**src/rtl/qs_pkg.sv**
```systemverilog
// Shared datapath types for the quicksort engine.
package qs_pkg;
   typedef logic [15:0] w_t;
endpackage

```
**src/rtl/qs_srt_pkg.sv**
```systemverilog
// Sort-core micro-code types: program counter, instruction word, register index.
package qs_srt_pkg;
   typedef logic [11:0] pc_t;
   typedef logic [15:0] inst_t;
   typedef logic [3:0]  reg_t;
endpackage

```
**src/rtl/qs_uc_trace_pkg.sv**
```systemverilog
// Types shared by the micro-code trace unit: entry layout and capture state.
package qs_uc_trace_pkg;
   localparam int STAMP_W = 32;

   typedef struct packed {
      logic [STAMP_W-1:0] stamp;
      logic               cv;
      logic               wv;
      logic               fv;
      qs_srt_pkg::pc_t    pc;
      qs_srt_pkg::inst_t  inst;
      qs_srt_pkg::reg_t   wa;
      qs_pkg::w_t         wdata;
      logic               c;
      logic               n;
      logic               z;
      logic               gap;
   } ent_t;

   localparam int ENT_W = $bits(ent_t);

   typedef enum logic [1:0] {
      IDLE = 2'd0,
      ARM  = 2'd1,
      CAP  = 2'd2
   } state_t;
endpackage

```
**src/rtl/qs_uc_trace_fifo.sv**
```systemverilog
// Circular trace buffer with an extra pointer bit for full/empty and a
// registered head entry, so vld/head never depend combinationally on pop.
module qs_uc_trace_fifo
   import qs_uc_trace_pkg::*;
#(
   parameter int DEPTH = 16
) (
   input  logic clk,
   input  logic rst,
   input  logic push,
   input  ent_t push_ent,
   input  logic pop,
   output logic push_acc,
   output logic vld_r,
   output ent_t head_r
);
   localparam int AW = $clog2(DEPTH);

   ent_t           mem [DEPTH];
   logic [AW:0]    wr_ptr_r;
   logic [AW:0]    rd_ptr_r;
   logic [AW:0]    wr_ptr_nxt;
   logic [AW:0]    rd_ptr_nxt;
   logic           full;
   logic           pop_ok;
   logic           empty_nxt;

   assign full       = (wr_ptr_r[AW-1:0] == rd_ptr_r[AW-1:0]) && (wr_ptr_r[AW] != rd_ptr_r[AW]);
   assign pop_ok     = pop & vld_r;
   // A pop frees the slot the push needs, so full+pop still accepts.
   assign push_acc   = push & (~full | pop_ok);
   assign wr_ptr_nxt = wr_ptr_r + {{AW{1'b0}}, push_acc};
   assign rd_ptr_nxt = rd_ptr_r + {{AW{1'b0}}, pop_ok};
   assign empty_nxt  = (wr_ptr_nxt == rd_ptr_nxt);

   always_ff @(posedge clk) begin
      if (push_acc) begin
         mem[wr_ptr_r[AW-1:0]] <= push_ent;
      end
   end

   always_ff @(posedge clk) begin
      if (rst) begin
         wr_ptr_r <= '0;
         rd_ptr_r <= '0;
         vld_r    <= 1'b0;
         head_r   <= '0;
      end else begin
         wr_ptr_r <= wr_ptr_nxt;
         rd_ptr_r <= rd_ptr_nxt;
         vld_r    <= ~empty_nxt;
         // The incoming entry becomes head only when the buffer drains to it.
         if (empty_nxt) begin
            head_r <= '0;
         end else if (push_acc && (wr_ptr_r[AW-1:0] == rd_ptr_nxt[AW-1:0])) begin
            head_r <= push_ent;
         end else begin
            head_r <= mem[rd_ptr_nxt[AW-1:0]];
         end
      end
   end
endmodule

```
**src/rtl/qs_uc_trace.sv**
```systemverilog
// Micro-code trace capture: packs commit/writeback/flag probes into stamped
// entries. Define QS_UC_TRACE_TRIGGER_EN to gate capture start on a PC match.
module qs_uc_trace
   import qs_uc_trace_pkg::*;
#(
   parameter int DEPTH   = 16,
   parameter int CYCLE_W = 32,
   parameter int DROP_W  = 16
) (
   input  logic               clk,
   input  logic               rst,
   input  logic               cfg_en,
   input  qs_srt_pkg::pc_t    cfg_trig_pc,
   input  logic               uc_inst_commit,
   input  qs_srt_pkg::inst_t  uc_inst,
   input  qs_srt_pkg::pc_t    uc_inst_pc,
   input  logic               uc_rf_wen,
   input  qs_srt_pkg::reg_t   uc_rf_wa,
   input  qs_pkg::w_t         uc_rf_wdata,
   input  logic               uc_flags_en,
   input  logic               uc_flags_c,
   input  logic               uc_flags_n,
   input  logic               uc_flags_z,
   output logic               trc_vld_r,
   input  logic               trc_rdy,
   output ent_t               trc_ent_r,
   output logic [DROP_W-1:0]  trc_drop_cnt_r,
   output state_t             trc_state_r
);
   // trc_vld_r/trc_rdy: the head entry transfers in every cycle where both
   // are high; trc_vld_r is a flop and never waits on trc_rdy.
   logic [CYCLE_W-1:0] cyc_r;
   state_t             state_nxt;
   logic               trig_hit;
   logic               evt;
   logic               push_acc;
   logic               gap_r;
   ent_t               evt_ent;

`ifdef QS_UC_TRACE_TRIGGER_EN
   assign trig_hit = uc_inst_commit && (uc_inst_pc == cfg_trig_pc);
`else
   logic unused_trig_pc;
   assign unused_trig_pc = ^cfg_trig_pc;
   assign trig_hit       = 1'b1;
`endif

   always_comb begin
      state_nxt = trc_state_r;
      case (trc_state_r)
         IDLE:    if (cfg_en) state_nxt = ARM;
         ARM:     if (!cfg_en) state_nxt = IDLE; else if (trig_hit) state_nxt = CAP;
         CAP:     if (!cfg_en) state_nxt = IDLE;
         default: state_nxt = IDLE;
      endcase
   end

   // Gating on the next state lets the triggering commit land in the buffer.
   assign evt = (uc_inst_commit | uc_rf_wen | uc_flags_en) && (state_nxt == CAP);

   always_comb begin
      evt_ent       = '0;
      evt_ent.stamp = STAMP_W'(cyc_r);
      evt_ent.gap   = gap_r;
      if (uc_inst_commit) begin
         evt_ent.cv   = 1'b1;
         evt_ent.pc   = uc_inst_pc;
         evt_ent.inst = uc_inst;
      end
      if (uc_rf_wen) begin
         evt_ent.wv    = 1'b1;
         evt_ent.wa    = uc_rf_wa;
         evt_ent.wdata = uc_rf_wdata;
      end
      if (uc_flags_en) begin
         evt_ent.fv = 1'b1;
         evt_ent.c  = uc_flags_c;
         evt_ent.n  = uc_flags_n;
         evt_ent.z  = uc_flags_z;
      end
   end

   always_ff @(posedge clk) begin
      if (rst) begin
         cyc_r          <= '0;
         trc_state_r    <= IDLE;
         trc_drop_cnt_r <= '0;
         gap_r          <= 1'b0;
      end else begin
         cyc_r       <= cyc_r + CYCLE_W'(1);
         trc_state_r <= state_nxt;
         if (evt && !push_acc) begin
            gap_r <= 1'b1;
            if (trc_drop_cnt_r != '1) begin
               trc_drop_cnt_r <= trc_drop_cnt_r + DROP_W'(1);
            end
         end else if (push_acc) begin
            gap_r <= 1'b0;
         end
      end
   end

   qs_uc_trace_fifo #(
      .DEPTH (DEPTH)
   ) u_fifo (
      .clk      (clk),
      .rst      (rst),
      .push     (evt),
      .push_ent (evt_ent),
      .pop      (trc_rdy),
      .push_acc (push_acc),
      .vld_r    (trc_vld_r),
      .head_r   (trc_ent_r)
   );
endmodule

```
**config.mk**
```make
export PLATFORM = sky130hd
export DESIGN_NAME = qs_uc_trace
export DESIGN_NICKNAME = d
export VERILOG_FILES = /design/src/rtl/qs_pkg.sv /design/src/rtl/qs_srt_pkg.sv /design/src/rtl/qs_uc_trace_pkg.sv /design/src/rtl/qs_uc_trace_fifo.sv /design/src/rtl/qs_uc_trace.sv
export SDC_FILE = /design/constraint.sdc
export NUM_CORES = 2
export LEC_CHECK = 0
export BUFFER_PORTS_ARGS = -buffer_cell sky130_fd_sc_hd__buf_4
export CORE_ASPECT_RATIO = 1.25
export CORE_MARGIN = 2
export CORE_UTILIZATION = 45
export CTS_BUF_LIST = sky130_fd_sc_hd__clkbuf_2
export CTS_CLUSTER_SIZE = 24
export DETAILED_ROUTE_END_ITERATION = 8
export PLACE_DENSITY = 0.69
export REMOVE_ABC_BUFFERS = 1
export SLEW_MARGIN = 20
export SYNTH_ARGS = -nofsm -noshare
export SYNTH_HDL_FRONTEND = slang
export SYNTH_HIERARCHICAL = 1
export SYNTH_SLANG_ARGS = --single-unit
```
**constraint.sdc**
```tcl
create_clock -name clk -period 11.3 [get_ports clk]
set_input_delay 3.39 -clock clk [delete_from_list [all_inputs] [get_ports clk]]
set_output_delay 3.39 -clock clk [all_outputs]
set_load 0.01 [all_outputs]
```
=== Word-level counts from Yosys, hierarchy flattened ===
Memory sizes are Yosys's and may differ from the RTL's. A register that Yosys moved wholly into a read port is not among the register bits.
Index checks and enable logic that the tools add are counted.
W data, S select, Z words.

* Bits in writable memories: 1392
* Word-level logic and storage cells: 48
* Memories kept: 1
* Flip-flop bits (word level): 62
* Input port bits: 70

{| class="wikitable"
|+ Memories
! memory !! words !! bits a word !! rd ports !! clocked after Yosys merged registers in !! wr ports !! RTL line !! text
|-
| u_fifo.mem || 16 || 87 || 1 || 1 || 1 || qs_uc_trace_fifo.sv:19 || <nowiki>ent_t mem [DEPTH];</nowiki>
|}

* Reductions and logical operators: 8
* Add/subtract/negate cells: 4
* Equal/unequal tests: 7
* Bitwise logic cells: 7
* Mux-type cells: 14

{| class="wikitable"
|+ Operators with widths
! kind !! count
|-
| $add A32 B1 Y32 const B || 1
|-
| $mux W28 || 1
|-
| $mux W20 || 1
|-
| $add A16 B1 Y16 const B || 1
|-
| $ne A16 B16 Y1 const B || 1
|-
| $add A5 B1 Y5 || 2
|-
| $mux W1 || 7
|-
| $mux W2 || 3
|-
| $pmux W2 S3 || 1
|-
| $eq A5 B5 Y1 || 1
|-
| $eq A2 B2 Y1 const B || 2
|-
| $eq A4 B4 Y1 || 1
|-
| $logic_and A1 B1 Y1 || 3
|-
| $mux W3 || 1
|-
| $or A1 B1 Y1 || 3
|-
| $and A1 B1 Y1 || 2
|-
| $eq A2 B1 Y1 const B || 1
|-
| $logic_not A2 Y1 || 1
|-
| $not A1 Y1 || 2
|-
| $reduce_and A2 Y1 || 1
|-
| $reduce_bool A2 Y1 || 1
|-
| $reduce_or A2 Y1 || 1
|-
| $logic_not A1 Y1 || 1
|-
| $ne A1 B1 Y1 || 1
|}

=== Depth between registers and ports, before layout ===
* Depth after elaboration: 8
* Mapped depth: 17
* Gate-level depth less buffers: 11

=== By module ===
The synthesis kept the hierarchy.

{| class="wikitable"
|+ By module, submodules not included
! module !! times used !! sequential area each (µm²) !! area each (µm²) !! cells an instance
|-
| qs_uc_trace_fifo || 1 || 43762.0 || 56731.9 || 2590
|-
| qs_uc_trace || 1 || 1021.0 || 2758.9 || 338
|}

=== Worst setup path before layout ===
Ideal clock, no wire load.

* Path type: in2reg
* Start point: in uc_inst_commit
* End point: mem u_fifo/mem[12][0] (netlist name) (enable)
* Data arrival time: 10451 ps
* Path buffers: 2
* Data required time: 10661 ps
* Path slack: 210 ps
* Cell stages on the path: 8
* Path through: nor3_1 > nor3b_1 > o31ai_2 > buf_2 > inv_2 > buf_2 > nand3_1 > nor3_1

* Cells in the longest elaborated chain, start to end: 6

{| class="wikitable"
|+ Ends and longest elaborated chain
! what !! RTL line !! text
|-
| from (decl) || qs_uc_trace.sv:14 || <nowiki>input logic uc_inst_commit,</nowiki>
|-
| $or A1 B1 Y1 (2 in series) || qs_uc_trace.sv:59 || <nowiki>assign evt = (uc_inst_commit | uc_rf_wen | uc_flags_en) && (state_nxt == CAP);</nowiki>
|-
| $logic_and A1 B1 Y1 || qs_uc_trace.sv:59 ||
|-
| via evt || qs_uc_trace.sv:35 || <nowiki>logic evt;</nowiki>
|-
| $and A1 B1 Y1 || qs_uc_trace_fifo.sv:31 || <nowiki>assign push_acc = push & (~full | pop_ok);</nowiki>
|-
| $mux W1 || qs_uc_trace_fifo.sv:37 || <nowiki>if (push_acc) begin</nowiki>
|-
| $mux W1 (not written as such) || qs_uc_trace_fifo.sv:38 || <nowiki>mem[wr_ptr_r[AW-1:0]] <= push_ent;</nowiki>
|-
| to (decl) || qs_uc_trace_fifo.sv:19 ||
|}

The timed path passes the listed nets, and every way through them passes these cells.

=== Worst setup path in the final report ===
* Start point: in uc_rf_wen
* End point: mem u_fifo/mem[0][60] (netlist name) (enable)

* Cells in the longest elaborated chain, start to end: 6

{| class="wikitable"
|+ Ends and longest elaborated chain
! what !! RTL line !! text
|-
| from (decl) || qs_uc_trace.sv:17 || <nowiki>input logic uc_rf_wen,</nowiki>
|-
| $or A1 B1 Y1 (2 in series) || qs_uc_trace.sv:59 ||
|-
| $logic_and A1 B1 Y1 || qs_uc_trace.sv:59 ||
|-
| via evt || qs_uc_trace.sv:35 ||
|-
| $and A1 B1 Y1 || qs_uc_trace_fifo.sv:31 ||
|-
| $mux W1 || qs_uc_trace_fifo.sv:37 ||
|-
| $mux W1 (not written as such) || qs_uc_trace_fifo.sv:38 ||
|}

The timed path passes the listed nets, and every way through them passes these cells.

==> flow_summary_export.csv <==
group,metric,value,unit
drt,num_vias,30700,
global_route,grt_antenna_before_repair,2,
synth,ys_seq_area_frac,0.753,
synth,synthFlopType,"edfxtp_1",
final_layout,n_fill_cell,10800,
worst_setup_path,critPathCaptureType,"register",
cts,ctsHtreeMaxLevel,5,
power,power_density,164,nW/µm²
cts,clock_latency,1.66,ns
synth,async_flop_share,0,
cts,cts_made_buffers,368,
timing,worst-slew-pin-transition,1.07,ns
final_layout,stdcell_area,66200,µm²
final_layout,ff_latch_area,44800,µm²
hold_path,hold_path_startpoint,"trc_state_r[1]",
placed_design,dpl.hpwl,64300,µm
cts,cts.sinks,1541,
cts,cts_hold_buffers,0,
placed_design,port_buffers,163,
worst_setup_path,slowest_delay,0.82,ns
worst_setup_path,path_max_fanout,55,
synth,synth.cell_area,59500,µm²
placed_design,place.gp.congestion,0.734,
worst_setup_path,worstPathCellList,"buf_4 -> nor3_1 -> nor3b_1 -> o31ai_4 -> buf_4 -> or3_1 -> nor3_2 -> buf_4 -> buf_4",
synth,postSynthCellCount,2928,
cts,cts.path.max_buffers,4,
run,drv_cap,0,
cts,clk_pin_slew_worst_paths,0.09,ns
drt,wl,136000,µm
timing,setup_viol,0,
drt,drtAntennaViolNets,0,
timing,relSlewSlack,0.287,
synth,yosysUniqueCellTypes,53,
worst_setup_path,start_kind,"input pin",
global_route,grt_usage,0.201,
cts,cts_resized,0,
timing,hold_viol,0,
die,die_h,411,µm
drt,first_pass_iters,5,
drt,vias_per_cell,5.74,
die,fp-row-count,149,
worst_setup_path,crit_required,12.46,ns
die,die-area,135000,µm²
outcome,status,"finished, final reports clean",
global_route,grt_pass1_vias,31600,
timing,rsz0062_at_grt,"false",
cts,cts_tree,"yes",
worst_setup_path,critPathMostFrequentCell,"buf_4",
final_layout,layout-drive-gt1-share,0.328,
timing,fin_crit_sh,0.595,
power,ir_drop,0.104,mV
cts,cts_setup_buffers,0,
worst_setup_path,arrival,7.89,ns
die,io_pins,176,
worst_setup_path,r2r_start,"trc_state_r[0]",
power,p_leak,0.0209,µW
synth,ys_seq_elements,1541,
die,die_w,329,µm
synth,synth_warnings,6,
final_layout,utilization,0.503,
worst_setup_path,critPathBufInv,4,
die,initial_core_util,0.452,
global_route,gr-total-overflow,0,
die,coreArea,132000,µm²
timing,fin_crit,6.73,ns
timing,fmax,0.149,GHz
worst_setup_path,crit_slowest_cell,"nor3b_1",
cts,cts_root_buf,"clkbuf_2",
worst_setup_path,path_class,"in2reg",
drt,drcViolationCount,0,
final_layout,final_nets,3414,
synth,syn_area_per_cell,20.3,µm²
global_route,grt_max_degree,141,
worst_setup_path,worstSetupStartpoint,"uc_rf_wen",
synth,synth_edf_count,1392,
placed_design,dpl-instance-area,62900,µm²
timing,slew_viol_final,0,
timing,fin_skew,0.134,ns
drt,wl_per_cell,25.3,µm
final_layout,multi_input_area,14100,µm²
worst_setup_path,crit_family,"buffers and inverters",
final_layout,area_growth,11.2,%
global_route,grt_pass1_wl,199000,µm
hold_path,worstHoldPathType,"reg2reg",
drt,drtIter0Drc,2672,
sequential cells by signal, indices dropped and copies added, names as in the netlist:
name	flops
cyc_r	32
gap_r	1
trc_drop_cnt_r	16
trc_state_r	2
u_fifo/head_r	87
u_fifo/mem	1392
u_fifo/rd_ptr_r	5
u_fifo/vld_r	1
u_fifo/wr_ptr_r	5
worst reg2reg max path, cell delays in order (launching register included):
cell	delay, ns
dfxtp_1	0.41
xnor2_1	0.16
nor3b_1	0.78
o31ai_4	0.26
buf_4	0.49
or3_1	0.62
nor3_2	0.20
buf_4	0.55
buf_4	0.82
path summary, 6_finish.rpt:
path | end | slack (ns) | cells past startpoint
max reg2reg | u_fifo/mem[0][60] | 6.58 | 8
min reg2reg | trc_state_r[0] | 0.50 | 1
max | u_fifo/mem[0][60] | 4.57 | 9
min | trc_state_r[0] | 0.50 | 1
layout by cell type (no fill, tap or decap), drive strengths merged, types with 7 or more instances in the layout:
cell type / count
and2: 55
clkinv: 67
buf: 216
xor2: 10
mux2i: 261
o31ai: 17
nand3: 105
clkbuf: 565
xnor2: 20
nand4: 13
or4: 22
edfxtp: 1392
nand2: 17
o21ai: 102
nor3: 13
nor2b: 7
mux4: 348
a21oi: 120
or3: 15
inv: 17
nor2: 33
dfxtp: 149
logic make-up (layout without fill, tap and decap cells):
logic type | Yosys count | count (layout) | share of synthesized area
AO/OA/AOI/OAI | 251 | 251 | 0.0226
multiplexers | 610 | 610 | 0.176
buffers and inverters | 187 | 871 | 0.0138
AND/OR/NAND/NOR | 302 | 302 | 0.0288
adder cells (fa/ha/maj) | 6 | 6 | 0.00126
XOR/XNOR | 31 | 31 | 0.00494
other | 0 | 5 | 0
flip-flops | 1541 | 1541 | 0.753
area by class of cell:
type / instances / area share
clock buffers: 565 / 0.0427
well taps: 1736 / 0.0328
diodes: 5 / 0.000189
flip-flops and latches: 1541 / 0.677
clock inverters: 79 / 0.00707
repair buffers: 216 / 0.0271
inverters: 11 / 0.000662
multi-input cells: 1200 / 0.213
per-layer routing:
layer | track usage | wire length (µm) | up-vias
met1 | 0.272 | 54900 | 16100
li1 | - | - | 13100
met3 | 0.0477 | 11000 | 226
met5 | 0 | 0 | -
met4 | 0.0650 | 3080 | 0
met2 | 0.324 | 66700 | 1338
where the power goes:
part           switching, µW  leakage [µW]  internal [µW]
sequential              37.3        0.0140           6230
combinational            594       0.00425            488
clock                   2090       0.00259           1450
total                   2720        0.0209           8170
synthesized netlist by cell type (2+ instances only):
cell type	number	area (µm²)
o2111ai_1	2	17.5
o41ai_1	2	17.5
o21a_1	2	15.0
nand3_1	103	515
dfxtp_1	149	2980
nand4_1	12	75.1
xnor2_1	19	166
nor2b_1	7	43.8
o31ai_1	16	120
mux4_2	348	7840
o21ai_1	30	150
mux2i_1	261	2610
buf_6	4	45.0
o21ai_0	72	360
nand2b_1	2	12.5
a21oi_1	120	601
nor3_1	13	65.1
inv_1	10	37.5
buf_1	19	71.3
or3_1	15	93.8
buf_4	2	15.0
and4_1	6	52.6
or4_1	21	158
nand3b_1	3	22.5
and3_1	2	12.5
and2_1	55	344
nor2_1	33	124
buf_2	67	335
ha_1	6	75.1
clkbuf_1	84	315
nand3_2	2	20.0
edfxtp_1	1392	41800
xor2_1	10	87.6
nor4_1	3	18.8
nor3b_1	2	15.0
nand2_1	17	63.8
per-stage QoR:
| stage | worst slack [ns] | setup TNS [ns] | std cells | hold WS (ns) | total power (µW) |
|---|---|---|---|---|---|
| final | 4.57 | 0 | 5353 | 0.497 | 10900 |
| after global routing | 4.62 | 0 | 5353 | 0.513 | 11400 |
| after CTS | 4.76 | 0 | 5348 | 0.497 | 11000 |
| after detailed placement | 3.04 | 0 | 4704 | 0.482 | 7490 |
| after global placement | 3.14 | 0 | 4704 | 0.484 | 7490 |
| after floorplan | -9.77 | -1130.62 | 2752 | 0.497 | 7480 |
Power figures use the tool's default switching activity.
